[config.mk]
export PLATFORM = sky130hd
export DESIGN_NAME = fetch_prefetch_buffer_flat
export DESIGN_NICKNAME = d
export VERILOG_FILES = /design/src/rtl/bus_pkg.sv /design/src/rtl/fetch_pkg.sv /design/src/rtl/fetch_prefetch_buffer_if.sv /design/src/rtl/fetch_fifo.sv /design/src/rtl/fetch_prefetch_buffer.sv /design/src/flat_wrapper.sv
export SDC_FILE = /design/constraint.sdc
export NUM_CORES = 1
export LEC_CHECK = 0
export BUFFER_PORTS_ARGS = -buffer_cell sky130_fd_sc_hd__buf_2
export CORE_MARGIN = 1
export CORE_UTILIZATION = 50
export DETAILED_ROUTE_END_ITERATION = 10
export PLACE_DENSITY_LB_ADDON = 0.05
export SLEW_MARGIN = 20
export SYNTH_ARGS = -nofsm -noshare
export SYNTH_HDL_FRONTEND = slang
export SYNTH_HIERARCHICAL = 1
export SYNTH_SLANG_ARGS = --single-unit
[constraint.sdc]
create_clock -name clk -period 3.15 [get_ports clk]
set_clock_uncertainty 0.2 [all_clocks]
set_input_delay 0.63 -clock clk [delete_from_list [all_inputs] [get_ports clk]]
set_output_delay 0.63 -clock clk [all_outputs]
set_load 0.02 [all_outputs]
[src/rtl/bus_pkg.sv]
// Shared bus definitions used by every master/slave on the system bus.
package bus_pkg;

    typedef enum logic [1:0] {
        BYTE = 2'd0,
        HALF = 2'd1,
        WORD = 2'd2
    } tsize_t;

endpackage

[src/rtl/fetch_pkg.sv]
// Types and constants for the instruction fetch / prefetch buffer.
package fetch_pkg;

    typedef enum logic [1:0] {
        RUN  = 2'd0,
        HALT = 2'd1,
        KILL = 2'd2
    } fetch_state_t;

    typedef struct packed {
        logic [31:0] pc;
        logic [31:0] data;
        logic        fault;
    } fetch_entry_t;

    localparam logic [31:0] PC_STEP = 32'd4;

    function automatic logic [31:0] word_align(input logic [31:0] a);
        return {a[31:2], 2'b00};
    endfunction

endpackage

[src/rtl/fetch_prefetch_buffer_if.sv]
// Read-side bus between the fetch master and the instruction ROM slave.
interface fetch_prefetch_buffer_if;
    import bus_pkg::*;

    logic        bus_req;
    logic [31:0] bus_addr;
    logic        bus_write;
    tsize_t      bus_tsize;
    logic [31:0] bus_rdata;
    logic        bus_bdone;
    logic        bus_rerror;

    modport master (
        output bus_req, bus_addr, bus_write, bus_tsize,
        input  bus_rdata, bus_bdone, bus_rerror
    );

    modport slave (
        input  bus_req, bus_addr, bus_write, bus_tsize,
        output bus_rdata, bus_bdone, bus_rerror
    );

endinterface

[src/rtl/fetch_fifo.sv]
// Small synchronous FIFO with single-cycle flush; head is read combinationally.
module fetch_fifo #(
    parameter int  DEPTH = 4,
    parameter type T     = logic
) (
    input  logic                     clk,
    input  logic                     rst_n,
    input  logic                     flush,
    input  logic                     push,
    input  logic                     pop,
    input  T                         wdata,
    output T                         head,
    output logic [$clog2(DEPTH):0]   count
);

    localparam int AW = $clog2(DEPTH);
    localparam logic [AW:0] FULL = (AW+1)'(DEPTH);

    T               mem [DEPTH];
    logic [AW-1:0]  rptr;
    logic [AW-1:0]  wptr;
    logic           do_push;
    logic           do_pop;

    assign do_pop  = pop && (count != '0);
    // A push at full is only legal when the head leaves in the same cycle.
    assign do_push = push && ((count < FULL) || do_pop);
    assign head    = mem[rptr];

    // Storage is reset so the head fields read as zero out of reset.
    always_ff @(posedge clk or negedge rst_n) begin
        if (!rst_n) begin
            for (int i = 0; i < DEPTH; i++) mem[i] <= '0;
        end else if (do_push && !flush) begin
            mem[wptr] <= wdata;
        end
    end

    always_ff @(posedge clk or negedge rst_n) begin
        if (!rst_n) begin
            rptr  <= '0;
            wptr  <= '0;
            count <= '0;
        end else if (flush) begin
            rptr  <= '0;
            wptr  <= '0;
            count <= '0;
        end else begin
            if (do_push) wptr <= wptr + 1'b1;
            if (do_pop)  rptr <= rptr + 1'b1;
            case ({do_push, do_pop})
                2'b10:   count <= count + 1'b1;
                2'b01:   count <= count - 1'b1;
                default: count <= count;
            endcase
        end
    end

endmodule

[src/rtl/fetch_prefetch_buffer.sv]
// Fetch stage: streams sequential ROM words into a prefetch FIFO for decode,
// restarting on redirect and discarding any read already on the bus.
module fetch_prefetch_buffer
    import fetch_pkg::*;
    import bus_pkg::*;
#(
    parameter int          DEPTH    = 4,
    parameter logic [31:0] RESET_PC = 32'h0000_0000
) (
    input  logic                            clk,
    input  logic                            rst_n,
    input  logic                            redirect_valid,
    input  logic [31:0]                     redirect_pc,
    output logic                            instr_valid,
    input  logic                            instr_ready,
    output logic [31:0]                     instr_data,
    output logic [31:0]                     instr_pc,
    output logic                            instr_fault,
    fetch_prefetch_buffer_if.master         bus
);

    localparam int CW = $clog2(DEPTH) + 1;
    localparam logic [CW-1:0] FULL = CW'(DEPTH);

    fetch_state_t  state;
    logic [31:0]   fetch_pc;
    logic [31:0]   kill_addr;
    logic          live;
    logic [CW-1:0] count;
    fetch_entry_t  head;
    fetch_entry_t  wentry;
    logic          done;
    logic          push;
    logic          pop;

    // live holds the bus idle for the first cycle after reset release, so
    // bus_req is low throughout reset even though state resets to RUN.
    assign bus.bus_req   = live && (((state == RUN) && (count < FULL)) || (state == KILL));
    assign bus.bus_addr  = (state == KILL) ? kill_addr : fetch_pc;
    assign bus.bus_write = 1'b0;
    assign bus.bus_tsize = WORD;

    assign done   = bus.bus_req && bus.bus_bdone;
    assign push   = done && (state == RUN) && !redirect_valid;
    assign pop    = instr_valid && instr_ready && !redirect_valid;
    assign wentry = '{pc: fetch_pc, data: bus.bus_rdata, fault: bus.bus_rerror};

    fetch_fifo #(
        .DEPTH (DEPTH),
        .T     (fetch_entry_t)
    ) u_fifo (
        .clk   (clk),
        .rst_n (rst_n),
        .flush (redirect_valid),
        .push  (push),
        .pop   (pop),
        .wdata (wentry),
        .head  (head),
        .count (count)
    );

    assign instr_valid = (count != '0);
    assign instr_data  = head.data;
    assign instr_pc    = head.pc;
    assign instr_fault = head.fault;

    always_ff @(posedge clk or negedge rst_n) begin
        if (!rst_n) begin
            state     <= RUN;
            fetch_pc  <= RESET_PC;
            kill_addr <= '0;
            live      <= 1'b0;
        end else begin
            live <= 1'b1;
            if (redirect_valid) begin
                fetch_pc <= word_align(redirect_pc);
                case (state)
                    // A read still waiting on the slave must be let finish
                    // at its original address; its data is thrown away.
                    RUN: begin
                        if (bus.bus_req && !bus.bus_bdone) begin
                            state     <= KILL;
                            kill_addr <= fetch_pc;
                        end else begin
                            state <= RUN;
                        end
                    end
                    KILL:    state <= KILL;
                    default: state <= RUN;
                endcase
            end else begin
                case (state)
                    RUN: begin
                        if (done) begin
                            fetch_pc <= fetch_pc + PC_STEP;
                            if (bus.bus_rerror) state <= HALT;
                        end
                    end
                    KILL: begin
                        if (done) state <= RUN;
                    end
                    HALT:    state <= HALT;
                    default: state <= RUN;
                endcase
            end
        end
    end

endmodule

[src/flat_wrapper.sv]
// flat-port wrapper written by rule: the top's interface ports become plain ports
module fetch_prefetch_buffer_flat import fetch_pkg::*; import bus_pkg::*;
#(
    parameter int          DEPTH    = 4,
    parameter logic [31:0] RESET_PC = 32'h0000_0000
)
  (clk, rst_n, redirect_valid, redirect_pc, instr_valid, instr_ready, instr_data, instr_pc, instr_fault, bus_bus_req, bus_bus_addr, bus_bus_write, bus_bus_tsize, bus_bus_rdata, bus_bus_bdone, bus_bus_rerror);
  fetch_prefetch_buffer_if bus_i ();
  input  logic clk;
  input  logic rst_n;
  input  logic redirect_valid;
  input  logic [31:0] redirect_pc;
  output logic instr_valid;
  input  logic instr_ready;
  output logic [31:0] instr_data;
  output logic [31:0] instr_pc;
  output logic instr_fault;
  output wire logic [$bits(bus_i.bus_req)-1:0] bus_bus_req;
  output wire logic [$bits(bus_i.bus_addr)-1:0] bus_bus_addr;
  output wire logic [$bits(bus_i.bus_write)-1:0] bus_bus_write;
  output wire logic [$bits(bus_i.bus_tsize)-1:0] bus_bus_tsize;
  input wire logic [$bits(bus_i.bus_rdata)-1:0] bus_bus_rdata;
  input wire logic [$bits(bus_i.bus_bdone)-1:0] bus_bus_bdone;
  input wire logic [$bits(bus_i.bus_rerror)-1:0] bus_bus_rerror;
  assign bus_bus_req = bus_i.bus_req;
  assign bus_bus_addr = bus_i.bus_addr;
  assign bus_bus_write = bus_i.bus_write;
  assign bus_bus_tsize = bus_i.bus_tsize;
  assign bus_i.bus_rdata = bus_bus_rdata;
  assign bus_i.bus_bdone = bus_bus_bdone;
  assign bus_i.bus_rerror = bus_bus_rerror;
  fetch_prefetch_buffer #(.DEPTH(DEPTH), .RESET_PC(RESET_PC)) u_core (.clk(clk), .rst_n(rst_n), .redirect_valid(redirect_valid), .redirect_pc(redirect_pc), .instr_valid(instr_valid), .instr_ready(instr_ready), .instr_data(instr_data), .instr_pc(instr_pc), .instr_fault(instr_fault), .bus(bus_i));
endmodule
==> qor.txt, run 1 <==
pwr/cell area: 634.9 nW/um^2
Final Hold Viols: 0
post-route setup slack: 136.3 ps
Final ANT Viol Nets: 0
max cap viols: 0
CTS Buffer Depth: 3
R2R depth: 8
H-Tree Depth: 2
drt drc: 0
Post-layout nets: 1290
Setup Total Neg Slack: 0 ps
dpl cell area: 17510 sq um
CTS buffer count: 38
post-synth top area share: 51.46%
most common cell in the synthesized netlist: dfrtp_1
yosys warns: 6
fraction of layout cells with a size suffix above 1: 53.82%
Ports: 172
Syn Inst Count: 1024
vias in the first global route: 9888
post-DP HPWL: 21590 um
clock slew at the register clock pins of the worst setup and hold paths: 60 ps
final setup vio count: 0
WS Path Type: reg -> out
Pleak: 0.009381 uW
worst skew pair latency: 530 ps
Final Critical Period: 3014 ps
GRT overflow: 0
routability cong.: 0.7645
Die W: 181.2 um
clock sink count: 330
site row count: 65
initial antenna violation count: 5
Synth-to-Final Area Change: 17.42%
reg2reg start: u_core/u_fifo/count[1]
largest net degree at the start of global routing: 73
unrepaired setup endpoints after global routing: false
Crit. End Element: primary output
part of the power in combinational logic: 20.3%
Post-synth EDFFs: 0
Routed WL per cell: 20.88 um
post-synthesis sequential area ratio: 51.46%
r2r setup slk: 290 ps
hold depth: 3
syn_area_per_cell: 15.67 sq um
library cells used by synthesis: 51
DR pass1 iterations: 4
CTS root buf: clkbuf_16
Crit Path Max Fanout: 21
Top FF cell, synth: dfrtp_1
sw frac: 27.66%
top cell types by occurrence after synthesis: 330 x dfrtp_1, 200 x mux2_4, 116 x mux2_2, 65 x mux4_2, 28 x nand2_1
design area: 18840 sq um
pre-CTS setup slack: 198.4 ps
status: finished, final reports clean
vias per inst: 5.597
die area: 32820 sq um
Flop pwr share: 42.2%
min-delay worst type: in -> reg
Synth area leader: dfrtp_1
CTS tree: done
Hold Path End: u_core/fetch_pc[2]
HP Start: redirect_pc[2]
drt total wl: 34390 um
CP Data Required Time: 2320 ps
die span in y: 181.2 um
core area: 31560 sq um
r2r endpoint: u_core/u_fifo/count[2]
maximum VDD drop: 0.3372 mV
Async SR Flop Fraction: 100.0%
startpoint types: register
synthesized area: 16050 sq um
Area contributors post-synth: dfrtp_1 51%, mux2_4 19%, mux4_2 9.1%, mux2_2 8.1%, buf_6 1.8%
crit path DAT: 2180 ps
Iter 0 DRT Violations: 498
GR Util All Layers: 21.82%
routed via count: 9218
final worst path period share: 95.67%
power share of the clock group: 37.4%
Sw Pwr: 3309 uW
global-route wire length before repair: 56640 um
Int Pwr: 8655 uW
synthesized flop and latch total: 330
Max Clk Rate: 0.3318 GHz
final slew viol count: 0
# port buffers: 164
Initial Utilization: 50.86%
## routing by layer
metal	up-vias	part of all wire, %	track usage, %
li1	4198	-	-
met1	4805	47	30.93
met2	156	47	34.52
met3	53	4.2	4.455
met4	6	1.7	5.254
met5	-	0.13	0
## timing repair
| action | 4_1_cts | 5_1_grt |
|---|---|---|
| setup buffers | 2 | 0 |
| gates resized for setup | 0 | 0 |
| endpoints found under the setup margin | 5 | 0 |
| hold endpoints to repair | 47 | 0 |
| hold buffers | 1 | 0 |
## power groups by stage
| stage | Sequential (uW) | Clock (uW) | Combinational [uW] |
|---|---|---|---|
| 6_report | 5050 | 4480 | 2430 |
| 5_1_grt | 5120 | 4770 | 2610 |
| 4_1_cts | 5050 | 4590 | 2470 |
| 3_5_place_dp | 5120 | 0 | 2460 |
| 3_3_place_gp | 5110 | 0 | 2440 |
| 2_1_floorplan | 5010 | 0 | 1730 |
## critical path, stage by stage (launching register included)
cell and delay, ps:
dfrtp_1 510, inv_1 170, nor2_4 110, buf_4 300
mux2_2 390, buf_2 170
## placed cells by master (no fill, tap or decap), types with 4 or more instances in the layout
cell type	instances
mux4_2	65
o21ai_0	21
nand2_1	28
o31a_1	6
xor2_1	5
ha_1	5
buf_4	29
inv_1	10
clkbuf_1	5
mux2_4	200
nor3_1	5
buf_2	163
or4_1	16
nand4_1	6
clkinv_2	10
nand3_4	4
nand2b_1	9
nand3_1	12
mux2_2	116
nor4_1	7
clkbuf_8	10
o31ai_1	14
a31oi_1	15
xnor2_1	7
or3_1	4
nor2_1	20
and4_1	4
conb_1	14
a21oi_1	8
dfrtp_1	328
clkbuf_16	38
buf_12	19
## how the worst max path moves through the flow
stage | from | end | slack [ps]
2_1_floorplan | redirect_valid | u_core/u_fifo/count[2] | 160
3_3_place_gp | bus_bus_bdone | u_core/u_fifo/mem[18] | 220
3_5_place_dp | bus_bus_bdone | u_core/u_fifo/mem[18] | 200
4_1_cts | u_core/state[1] | bus_bus_addr[28] | 120
5_1_grt | u_core/state[1] | bus_bus_addr[28] | 50
6_report | u_core/state[1] | bus_bus_addr[28] | 140
## kinds of logic after synthesis
| logic type | count (synthesis) | synth area share, % |
|---|---|---|
| multiplexers | 382 | 36.04 |
| buffers and inverters | 85 | 3.532 |
| AND/OR/NAND/NOR | 133 | 4.772 |
| XOR/XNOR | 12 | 0.6549 |
| other | 2 | 0.04680 |
| adder cells (fa/ha/maj) | 6 | 0.5146 |
| AO/OA/AOI/OAI | 74 | 2.986 |
| flip-flops | 330 | 51.46 |
## through the flow
stage          util (%)  cells  hold slack (ps)  power (uW)
6_report          59.71   1647            111.7       11960
5_1_grt           59.70   1645            116.7       12500
4_1_cts           59.70   1645            95.24       12110
3_5_place_dp      55.48   1573            287.2        7579
3_3_place_gp      55.48   1573            281.5        7543
2_1_floorplan         -   1036            134.4        6744
## flip-flops by register name (all words and copies together) (netlist names)
name and cells:
u_core/u_fifo/rptr 2, u_core/fetch_pc 30, u_core/u_fifo/wptr 2, u_core/u_fifo/mem 260, u_core/live 1, u_core/u_fifo/count 3, u_core/kill_addr 30, u_core/state 2
## final cells by class
class,count,area [sq um]
sequential,330,8265
clock buffer,53,1107
clock inverter,16,173.9
tap,402,503.0
multi-input combinational,621,7312
antenna,2,5.005
inverter,10,37.54
timing repair buffer,213,1439
fill,2516,12710
Power figures use the tool's default switching activity.
==> run 2: changes to the inputs <==
--- a/config.mk
+++ b/config.mk
@@ -10,6 +10,7 @@
 export CORE_UTILIZATION = 50
 export DETAILED_ROUTE_END_ITERATION = 10
 export PLACE_DENSITY_LB_ADDON = 0.05
+export RECOVER_POWER = 25
 export SLEW_MARGIN = 20
 export SYNTH_ARGS = -nofsm -noshare
 export SYNTH_HDL_FRONTEND = slang
==> run 2 against run 1 <==
Net effect: the run now ends with max-capacitance violations, max-slew violations left; wire length is essentially flat; count of clock-buffer cells in the layout did not move; non-clock buffer count unchanged; critical endpoint unchanged.
==> qor.txt, run 2 (same netlist as run 1, synthesis figures left out) <==
status: finished, violations left
failing checks: max-capacitance violations, max-slew violations
min-delay worst type: in -> reg
routability cong.: 0.7645
post-DP HPWL: 21590 um
GR Util All Layers: 21.82%
maximum VDD drop: 0.3372 mV
Crit Path Max Fanout: 21
fin util: 59.67%
final setup vio count: 0
Biggest register: u_core/u_fifo/mem
routed via count: 9222
Max-slew headroom: -2.548%
Post-layout nets: 1290
Crit. End Element: primary output
pre-CTS setup slack: 198.4 ps
fill count: 2516
initial antenna violation count: 5
clock sink count: 330
Final Total Pwr: 11960 uW
clock slew at the register clock pins of the worst setup and hold paths: 60 ps
Routed WL per cell: 20.88 um
Final ANT Viol Nets: 0
Final Critical Period: 3013 ps
vias in the first global route: 9888
actual slew at the worst max-slew pin: 1538 ps
global-route wire length before repair: 56640 um
CTS Buffer Depth: 3
Max Clk Rate: 0.3319 GHz
Ports: 172
Initial Utilization: 50.86%
Pleak: 0.009376 uW
top flop regs: u_core/u_fifo/mem x260, u_core/fetch_pc x30, u_core/kill_addr x30
CTS tree: done
hold_ws: 112.8 ps
post-route setup slack: 137.3 ps
Final Hold Viols: 0
Die W: 181.2 um
crit path DAT: 2180 ps
GRT overflow: 0
DR pass1 iterations: 4
drt total wl: 34390 um
fraction of layout cells with a size suffix above 1: 53.82%
commonest non-fill, non-tap cell in the layout: dfrtp_1
pwr/cell area: 635.3 nW/um^2
die area: 32820 sq um
die span in y: 181.2 um
CP Data Required Time: 2320 ps
drt drc: 0
core area: 31560 sq um
site row count: 65
Resized cells post-CTS: 0
max cap viols: 1
WS Path Type: reg -> out
startpoint types: register
final worst path period share: 95.64%
Synth-to-Final Area Change: 17.32%
final slew viol count: 50
Iter 0 DRT Violations: 498
Setup Total Neg Slack: 0 ps
worst skew pair latency: 530 ps
most frequent cells in the layout: 328 x dfrtp_1, 200 x mux2_4, 163 x buf_2
unrepaired setup endpoints after global routing: false
vias per inst: 5.599
CTS buffer count: 38
CTS root buf: clkbuf_16
# port buffers: 164
largest net degree at the start of global routing: 73
H-Tree Depth: 2
Largest register FFs: 260
==> run 2: cell count changes in the layout (fill, tap and decap cells not counted), sizes merged <==
cell and delta:
buf -3, clkbuf +3
==> run 2: cell type report <==
cell class / instances / area, sq um / share of cell area (%)
flip-flops and latches: 330 / 8265 / 43.90
diodes: 2 / 5.005 / 0.02658
multi-input cells: 621 / 7312 / 38.84
inverters: 10 / 37.54 / 0.1994
repair buffers: 213 / 1424 / 7.562
clock buffers: 53 / 1107 / 5.881
well taps: 402 / 503.0 / 2.671
clock inverters: 16 / 173.9 / 0.9237
==> run 2: metal layers <==
layer  routed length, um  vias to the layer above  global-route usage, %
met4                 580                        6                  5.254
li1                    -                     4198                      -
met3                1446                       53                  4.455
met2               16200                      155                  34.52
met5                  44                        -                      0
met1               16120                     4810                  30.93
==> run 2: metrics by stage <==
step	cell area (sq um)	instances
floorplan	16090	1036
global placement	17510	1573
detailed placement	17510	1573
CTS	18840	1645
global route	18820	1645
finish	18830	1647
==> run 2: power by group <==
group          switching [uW]  internal [uW]
sequential                327           4730
combinational            1220           1220
clock                    1770           2710
==> run 2: critical path: stages (launching register included) <==
cell	delay [ps]
dfrtp_1	510
inv_1	170
nor2_4	110
buf_4	300
mux2_2	390
buf_2	170
==> run 2: worst paths after layout <==
| kind | slack [ps] | to | depth (start not counted) | start |
|---|---|---|---|---|
| setup / recovery | 140 | bus_bus_addr[28] | 5 | u_core/state[1] |
| hold / removal | 110 | u_core/fetch_pc[2] | 3 | redirect_pc[2] |
| setup reg to reg | 290 | u_core/u_fifo/count[2] | 8 | u_core/u_fifo/count[1] |
| hold reg to reg | 300 | u_core/u_fifo/mem[67] | 1 | u_core/u_fifo/mem[67] |
| max in group asynchronous | 570 | u_core/u_fifo/mem[87] | 3 | rst_n |
| min in group asynchronous | 810 | u_core/u_fifo/mem[212] | 2 | rst_n |
==> run 2: timing repair <==
action                     CTS  global route
hold endpoints to repair    47             0
setup endpoints to repair    5             0
hold buffers                 1             0
buffers inserted             2             0
